**config.mk**
```make
export PLATFORM = sky130hd
export DESIGN_NAME = ccg_bist_signature_engine
export DESIGN_NICKNAME = d
export VERILOG_FILES = /design/src/rtl/ccg_bist_signature_engine.sv
export SDC_FILE = /design/constraint.sdc
export NUM_CORES = 1
export LEC_CHECK = 0
export BUFFER_PORTS_ARGS = -buffer_cell sky130_fd_sc_hd__clkbuf_2
export CELL_PAD_IN_SITES_DETAIL_PLACEMENT = 2
export CELL_PAD_IN_SITES_GLOBAL_PLACEMENT = 2
export CORE_MARGIN = 5
export CORE_UTILIZATION = 29
export DETAILED_ROUTE_END_ITERATION = 16
export HOLD_SLACK_MARGIN = 0.02
export PLACE_DENSITY_LB_ADDON = 0.1
export REMOVE_ABC_BUFFERS = 1
export SLEW_MARGIN = 0
export SYNTH_ARGS = -nofsm -noshare
export SYNTH_HDL_FRONTEND = slang
export SYNTH_SLANG_ARGS = --single-unit
```
**constraint.sdc**
```tcl
create_clock -name clk -period 2.46 [get_ports clk]
set_clock_uncertainty 0.2 [all_clocks]
set_input_delay 0.369 -clock clk [delete_from_list [all_inputs] [get_ports clk]]
set_output_delay 0.369 -clock clk [all_outputs]
set_load 0.05 [all_outputs]
```
**src/rtl/ccg_bist_signature_engine.sv**
```systemverilog
// LFSR-driven BIST harness: issues pseudo-random vectors to a core and compacts responses in a MISR.
// Optional equivalence compare against a second core is enabled by defining CCG_EQUIV_CHECK_EN.
module ccg_bist_signature_engine #(
  parameter int unsigned     N_IN     = 21,
  parameter int unsigned     N_OUT    = 29,
  parameter int unsigned     LAT      = 0,
  parameter int unsigned     CNT_W    = 16,
  parameter logic [N_IN-1:0] TAPS_IN  = 21'h140000,
  parameter logic [N_OUT-1:0] TAPS_OUT = 29'h14000000
) (
  input  logic             clk,
  input  logic             rst_n,
  input  logic             start_i,
  input  logic             abort_i,
  input  logic [CNT_W-1:0] num_vec_i,
  input  logic [N_IN-1:0]  seed_i,
  output logic [N_IN-1:0]  vec_o,
  output logic             vec_valid_o,
  input  logic [N_OUT-1:0] resp_i,
  output logic             busy_o,
  output logic             done_o,
  output logic [CNT_W-1:0] vec_cnt_o,
  output logic [N_OUT-1:0] signature_o
`ifdef CCG_EQUIV_CHECK_EN
  ,
  input  logic [N_OUT-1:0] resp_b_i,
  output logic             mismatch_o,
  output logic [CNT_W-1:0] mismatch_idx_o
`endif
);

  typedef enum logic [1:0] {StIdle, StRun, StDrain, StDone} state_e;

  state_e            r_state, w_state_nxt;
  logic [CNT_W-1:0]  r_num_vec;
  logic [CNT_W-1:0]  r_vec_cnt;
  logic [N_IN-1:0]   r_lfsr;
  logic [N_IN-1:0]   r_vec_hold;
  logic [N_OUT-1:0]  r_misr;

  logic w_start, w_abort, w_clr, w_run, w_last, w_rsp_vld, w_dly_pending;

  assign w_start = (r_state == StIdle) && start_i;
  assign w_abort = (r_state != StIdle) && abort_i;
  assign w_clr   = w_start || w_abort;
  assign w_run   = (r_state == StRun);
  assign w_last  = (r_vec_cnt == r_num_vec - CNT_W'(1));

  // Valid delay line aligning each vector with its response LAT cycles later.
  if (LAT == 0) begin : g_nodly
    assign w_rsp_vld     = w_run;
    assign w_dly_pending = 1'b0;
  end else begin : g_dly
    logic [LAT-1:0] r_vld_dly;
    always_ff @(posedge clk or negedge rst_n) begin
      if (!rst_n) begin
        r_vld_dly <= '0;
      end else if (w_clr) begin
        r_vld_dly <= '0;
      end else begin
        r_vld_dly <= (r_vld_dly << 1) | LAT'(w_run);
      end
    end
    assign w_rsp_vld     = r_vld_dly[LAT-1];
    // Anything left behind the output slot still needs a cycle to drain.
    assign w_dly_pending = |(r_vld_dly << 1);
  end

  always_ff @(posedge clk or negedge rst_n) begin
    if (!rst_n) begin
      r_state <= StIdle;
    end else begin
      r_state <= w_state_nxt;
    end
  end

  always_comb begin
    w_state_nxt = r_state;
    unique case (r_state)
      StIdle: begin
        if (start_i) w_state_nxt = (num_vec_i == '0) ? StDone : StRun;
      end
      StRun: begin
        if (w_last) w_state_nxt = (LAT > 0) ? StDrain : StDone;
      end
      StDrain: begin
        if (!w_dly_pending) w_state_nxt = StDone;
      end
      StDone:  w_state_nxt = StIdle;
      default: w_state_nxt = StIdle;
    endcase
    if (w_abort) w_state_nxt = StIdle;
  end

  always_ff @(posedge clk or negedge rst_n) begin
    if (!rst_n) begin
      r_num_vec  <= '0;
      r_vec_cnt  <= '0;
      r_lfsr     <= '0;
      r_vec_hold <= '0;
      r_misr     <= '0;
    end else if (w_start) begin
      r_num_vec <= num_vec_i;
      r_lfsr    <= (seed_i == '0) ? '1 : seed_i;
      r_vec_cnt <= '0;
      r_misr    <= '0;
    end else begin
      if (w_run) begin
        r_lfsr     <= {r_lfsr[N_IN-2:0], ^(r_lfsr & TAPS_IN)};
        r_vec_hold <= r_lfsr;
        if (r_vec_cnt != '1) r_vec_cnt <= r_vec_cnt + CNT_W'(1);
      end
      if (w_rsp_vld) r_misr <= {r_misr[N_OUT-2:0], ^(r_misr & TAPS_OUT)} ^ resp_i;
    end
  end

`ifdef CCG_EQUIV_CHECK_EN
  logic [CNT_W-1:0] r_rsp_idx;
  logic             r_mismatch;
  logic [CNT_W-1:0] r_mismatch_idx;

  always_ff @(posedge clk or negedge rst_n) begin
    if (!rst_n) begin
      r_rsp_idx      <= '0;
      r_mismatch     <= 1'b0;
      r_mismatch_idx <= '0;
    end else if (w_start) begin
      r_rsp_idx      <= '0;
      r_mismatch     <= 1'b0;
      r_mismatch_idx <= '0;
    end else if (w_rsp_vld) begin
      r_rsp_idx <= r_rsp_idx + CNT_W'(1);
      if (!r_mismatch && (resp_i != resp_b_i)) begin
        r_mismatch     <= 1'b1;
        r_mismatch_idx <= r_rsp_idx;
      end
    end
  end

  assign mismatch_o     = r_mismatch;
  assign mismatch_idx_o = r_mismatch_idx;
`endif

  assign vec_o       = w_run ? r_lfsr : r_vec_hold;
  assign vec_valid_o = w_run;
  assign busy_o      = (r_state == StRun) || (r_state == StDrain);
  assign done_o      = (r_state == StDone) && !abort_i;
  assign vec_cnt_o   = r_vec_cnt;
  assign signature_o = r_misr;

endmodule

```
==> results.yml, run 1 <==
run_status:
  status: "complete, but fails checks"
  violations: "negative setup slack"
synth:
  synth_ff_type: "dfrtp_1"
  synth.cell_area_um2: 5520
  synth_cells: 613
  ys_ff_latch: 105
  ys_seq_area_frac: 0.476
  synth_top_area_cell: "dfrtp_1"
  synthTopCellsByCount: "dfrtp_1 (105), nand2_1 (94), nor2_1 (75)"
  synth-edff-count: 0
  synth_top_area_share: 0.476
  synth.distinct_cells: 45
  async_reset_ff_frac: 1.00
  ys_warn_count: 0
  synth.area.top_cells: "dfrtp_1 (48%), xnor2_1 (7.9%), nand2_1 (6.4%)"
  yosysMostFrequentCell: "dfrtp_1"
  synth.avg_cell_area_um2: 9.00
flow_run:
  drv_cap: 0
detailed_routing:
  drt_wl_total_mm: 18.8
  wire_per_inst_um: 18.3
  postRouteAntennaNets: 0
  vias: 5076
  drcViolationCount: 0
  vias_per_cell: 4.93
  first_pass_iters: 4
  first_iter_violations: 134
floorplan:
  die_y_um: 148
  num_rows: 50
  dieArea_um2: 21900
  fp.coreArea_um2: 18700
  ios: 139
  die_width_um: 148
  initial_core_util: 0.295
cells_and_area:
  finish.instance_area_um2: 7330
  post-route-util: 0.392
  final_cells: 1030
  drive_above_1_share: 0.303
  syn_to_final_growth_pct: 32.8
  final_nets: 867
worst_setup_path:
  crit_fanout: 5
  cp-end-kind: "flip-flop"
  r2r-end: "r_state[0]$_DFFE_PN0P_"
  crit_path_start_kind: "flip-flop"
  slowest_delay_ns: 0.53
  reg2reg_depth: 9
  required_ns: 2.49
  slowest_stage: "or4b_4"
  crit_type: "flip-flop to flip-flop"
  critical_path_arrival_ns: 2.78
  critical_path.cell_chain: "inv_2, ha_4, or4b_4, nor4b_4, o21ai_1, a31o_1, a2111oi_4, a31oi_2, mux2i_1"
  r2r_slack_ns: -0.29
  r2r-start: "r_num_vec[0]$_DFFE_PN0P_"
place:
  place_area_um2: 6760
  gp_congestion: 0.789
  dp_hpwl_mm: 13.7
  numPlacedInstances: 996
  portBuffers: 138
timing:
  period_share: 1.12
  rsz0062_at_grt: "true"
  worst_slack_ns: -0.290
  clock.fmax_mhz: 364
  maxSlewViolCount: 0
  setup_viol: 2
  fin_hold_ws_ns: 0.0289
  maxSlewHeadroom: 0.679
  hold_violations: 0
  worstMarginPinSlew_ns: 0.477
  min_period_ns: 2.75
grt:
  grtUsageTotal: 0.174
  first_global_vias: 5825
  antenna_found_initial: 0
  grtUsageMet3: 0.0451
  grt_max_degree: 46
  gr-total-overflow: 0
  grtUsageMet2: 0.289
  grt.met1_usage: 0.228
  top_usage_layer: "met2"
  grt_pass1_wl_mm: 30.7
power:
  power_density_nw_per_um2: 1640
  p_leak_nw: 3.40
  ir_worst_vdd_mv: 0.643
  fin_total_pwr_mw: 12.0
min_path:
  min_delay_path_depth: 3
  min_to: "r_num_vec[12]$_DFFE_PN0P_"
  min-delay-path-class: "input pin to flip-flop"
  hp-start: "num_vec_i[12]"
clocking:
  clock-sinks: 105
  htreeDepth: 3
  cts_tree: "done"
  clockBufferDepth: 2
  cts_root_buffer: "clkbuf_16"
  cts_buffers: 9
  clk_pin_slew_worst_paths_ns: 0.07
  worstSkewPairLatency_ns: 0.35
## metrics by stage
stage	TNS, ns	worst slack, ns
global route	-0.744	-0.364
CTS	-0.531	-0.282
global placement	-0.428	-0.215
floorplan	-167.32	-2.70
detailed placement	-0.852	-0.383
finish	-0.561	-0.290
## power by group
part | internal, mW | total [mW] | switching, mW
clock | 0.762 | 1.47 | 0.712
combinational | 2.58 | 7.37 | 4.78
sequential | 2.53 | 3.16 | 0.637
total | 5.87 | 12.0 | 6.13
## how the worst max path moves through the flow
stage	from	endpoint	slack, ns	cells past startpoint
2_1_floorplan	r_state[1]$_DFFE_PN0P_	r_vec_hold[14]$_DFFE_PN0N_	-2.70	4
3_3_place_gp	r_num_vec[0]$_DFFE_PN0P_	r_state[1]$_DFFE_PN0P_	-0.21	9
3_5_place_dp	r_num_vec[0]$_DFFE_PN0P_	r_state[0]$_DFFE_PN0P_	-0.38	9
4_1_cts	r_num_vec[8]$_DFFE_PN0P_	r_state[0]$_DFFE_PN0P_	-0.28	8
5_1_grt	r_num_vec[0]$_DFFE_PN0P_	r_state[0]$_DFFE_PN0P_	-0.36	9
6_report	r_num_vec[0]$_DFFE_PN0P_	r_state[0]$_DFFE_PN0P_	-0.29	9
## state kept, by name, summed over array words and instances (netlist names)
register     cells
r_num_vec       16
vec_cnt_o       16
r_vec_hold      21
r_state          2
r_lfsr          21
signature_o     29
## final cells by class
cell class	instances	area [um^2]
diodes	1	2.50
repair buffers	199	1280
well taps	234	293
clock inverters	5	46.3
flip-flops and latches	105	2630
clock buffers	11	253
inverters	28	105
fillers	2093	11400
multi-input cells	447	2730
## per-layer routing
metal	vias up	share of wire
met4	0	0.011
met1	2544	0.46
li1	2422	-
met2	100	0.48
met5	-	0
met3	10	0.049
## critical path: cells and delay by family (launching register included)
family          cells  cell delay [ns]
flops               1             0.42
buf+inv             1             0.09
compound gates      4             0.86
mux                 1             0.15
fa+ha+maj           1             0.13
simple gates        2             0.77
## layout by cell type (no fill, tap or decap), types with 3 or more instances in the layout
cell       synthesis  layout
a211oi_1          29      29
a21oi_1            7       7
a31oi_1           23      23
buf_12             0       4
buf_2              0       3
buf_4              0      62
buf_6              1       3
clkbuf_16          0       9
clkbuf_2           1     117
clkbuf_4           0       8
dfrtp_1          105     105
ha_1               7       5
inv_1             28      25
inv_2              0       3
mux2_2             4       3
mux2i_1            5       5
nand2_1           94      94
nand2b_1          23      22
nand3_1            8       7
nand4_1           10      10
nor2_1            75      75
nor2b_1            6       6
nor3_1             8       7
nor4_1             9       8
o21ai_0           48      36
o21ai_1            1      12
or3_1              4       4
xnor2_1           50      50
xor2_1            12      12
## logic make-up (layout without fill, tap and decap cells)
group                    count (synthesis)  in the layout  share of synthesized area
other                                    0              1                          0
AO/OA/AOI/OAI                          114            114                      0.129
XOR/XNOR                                62             62                     0.0984
AND/OR/NAND/NOR                        254            254                      0.218
buffers and inverters                   61            243                     0.0431
multiplexers                            10             10                     0.0193
adder cells (fa/ha/maj)                  7              7                     0.0159
flip-flops                             105            105                      0.476
## repair_timing
action	4_1_cts	5_1_grt
hold endpoints to repair	28	0
gates resized for setup	27	35
gates cloned	0	0
setup endpoints to repair	28	25
pin swaps	9	1
hold buffers	1	0
buffers inserted	14	2
Note: power is estimated with default switching activity, not from simulation.
==> run 2, diff against run 1 <==
--- a/config.mk
+++ b/config.mk
@@ -14,6 +14,7 @@
 export HOLD_SLACK_MARGIN = 0.02
 export PLACE_DENSITY_LB_ADDON = 0.1
 export REMOVE_ABC_BUFFERS = 1
+export SETUP_SLACK_MARGIN = 0.5
 export SLEW_MARGIN = 0
 export SYNTH_ARGS = -nofsm -noshare
 export SYNTH_HDL_FRONTEND = slang
==> results.yml, run 2 (synthesis gave the netlist of run 1 again) <==
power:
  power.internal_mw: 6.26
  seqPwrFrac: 0.252
  p_sw_frac: 0.502
  p_clk_frac: 0.118
  p_sw_mw: 6.30
  pwr-share-comb: 0.631
  power_density_nw_per_um2: 1640
  fin_total_pwr_mw: 12.6
  ir_worst_vdd_mv: 0.643
  p_leak_nw: 3.53
cells_and_area:
  largest_reg_flops: 29
  syn_to_final_growth_pct: 39.0
  fill_cells: 2072
  finish.instance_area_um2: 7670
  final_common_cell: "clkbuf_2"
  drive_above_1_share: 0.341
  final_nets: 876
  final_cell_mix: "clkbuf_2 (113), dfrtp_1 (102), nand2_1 (92)"
  final_cells: 1039
timing:
  period_share: 1.11
  worstMarginPinSlew_ns: 0.458
  worst_slack_ns: -0.281
  maxSlewHeadroom: 0.695
  clock.fmax_mhz: 365
  hold_violations: 0
  setup_viol: 2
  maxSlewViolCount: 0
  min_period_ns: 2.74
  rsz0062_at_grt: "true"
clocking:
  cts_root_buffer: "clkbuf_16"
  clockBufferDepth: 2
  clk_pin_slew_worst_paths_ns: 0.08
  cts_buffers: 9
  clock-sinks: 105
  cts_tree: "done"
  htreeDepth: 3
  worstSkewPairLatency_ns: 0.35
worst_setup_path:
  crit_path_start_kind: "flip-flop"
  required_ns: 2.49
  crit_type: "flip-flop to flip-flop"
  cp-end-kind: "flip-flop"
  critical_path_arrival_ns: 2.77
  crit_fanout: 5
place:
  portBuffers: 138
  gp_congestion: 0.789
  place_area_um2: 6760
  numPlacedInstances: 996
  dp_hpwl_mm: 13.7
detailed_routing:
  drcViolationCount: 0
  drt_wl_total_mm: 19.5
  wire_per_inst_um: 18.7
  vias_per_cell: 4.97
  postRouteAntennaNets: 0
  first_pass_iters: 4
  first_iter_violations: 132
  vias: 5166
grt:
  grt_pass1_wl_mm: 31.6
  grt_max_degree: 46
  gr-total-overflow: 0
  first_global_vias: 5942
  antenna_found_initial: 0
  grtUsageTotal: 0.181
floorplan:
  dieArea_um2: 21900
  die_y_um: 148
  initial_core_util: 0.295
  ios: 139
  fp.coreArea_um2: 18700
  die_width_um: 148
  num_rows: 50
flow_run:
  drv_cap: 0
run_status:
  status: "complete, but fails checks"
  violations: "negative setup slack"
min_path:
  min-delay-path-class: "input pin to flip-flop"
-- run 2: changes by cell type in the layout (fill, tap and decap cells not counted), moves of 3 or more --
cell      before  now
clkbuf_4       8    2
o21ai_1       12    5
dfrtp_2        0    3
dfrtp_1      105  102
buf_8          0    6
clkbuf_2     117  113
nor3_1         7    4
o21ai_2        1    9
buf_6          3    9
clkbuf_8       2   10
-- run 2: path summary, 6_finish.rpt --
check                                     startpoint                         to  slack (ns)  cells after the start
setup / recovery            r_num_vec[0]$_DFFE_PN0P_     r_state[0]$_DFFE_PN0P_       -0.28                      9
hold reg to reg            r_num_vec[15]$_DFFE_PN0P_  r_num_vec[15]$_DFFE_PN0P_        0.31                      2
min in group asynchronous                      rst_n  vec_cnt_o[13]$_DFFE_PN0P_        0.31                      2
hold / removal                         num_vec_i[12]  r_num_vec[12]$_DFFE_PN0P_        0.03                      3
max in group asynchronous                      rst_n     r_lfsr[10]$_DFFE_PN0P_        1.09                      3
setup reg to reg            r_num_vec[0]$_DFFE_PN0P_     r_state[0]$_DFFE_PN0P_       -0.28                      9
-- run 2: critical path, stage by stage (launching register included) --
cell       delay (ns)
dfrtp_1          0.41
inv_2            0.09
ha_4             0.13
or4b_4           0.53
nor4b_4          0.24
o21ai_1          0.11
a31o_1           0.25
a2111oi_4        0.33
a31oi_2          0.18
mux2i_1          0.15
-- run 2: cell type report --
cell class | instances | area [um^2] | area share
well taps | 234 | 293 | 0.0382
flip-flops and latches | 105 | 2630 | 0.343
diodes | 1 | 2.50 | 0.000326
clock buffers | 11 | 253 | 0.0329
repair buffers | 208 | 1510 | 0.197
inverters | 28 | 105 | 0.0137
clock inverters | 5 | 46.3 | 0.00603
multi-input cells | 447 | 2830 | 0.369
-- run 2: repair_timing --
item	in CTS	in global routing
hold endpoints to repair	28	0
hold buffers	1	0
cloned	1	0
pin swaps	9	1
resized for setup	87	39
endpoints found under the setup margin	117	121
buffers inserted	22	2
-- run 2: per-layer routing --
layer / share of wire / wire (um) / up-vias / global-route usage
met3: 0.055 / 1080 / 19 / 0.0503
li1: - / - / 2444 / -
met5: 0 / 0 / - / 0
met1: 0.45 / 8800 / 2593 / 0.230
met2: 0.48 / 9250 / 110 / 0.301
met4: 0.017 / 338 / 0 / 0.0540
-- run 2: through the flow --
step | TNS [ns] | hold WS, ns | utilization | setup slack, ns
2_1_floorplan | -167.32 | -0.127 | - | -2.70
3_3_place_gp | -0.428 | 0.160 | 0.361 | -0.215
3_5_place_dp | -0.852 | 0.154 | 0.361 | -0.383
4_1_cts | -0.532 | 0.0205 | 0.405 | -0.282
5_1_grt | -0.813 | 0.0349 | 0.410 | -0.365
6_report | -0.547 | 0.0270 | 0.410 | -0.281
-- run 2: power groups by stage --
stage | Clock, mW | Combinational [mW] | Sequential, mW
final | 1.48 | 7.92 | 3.16
after floorplan | 0 | 3.74 | 4.06
after CTS | 1.53 | 7.81 | 3.17
after global placement | 0 | 6.67 | 3.13
after detailed placement | 0 | 6.87 | 3.18
after global routing | 1.61 | 8.56 | 3.28
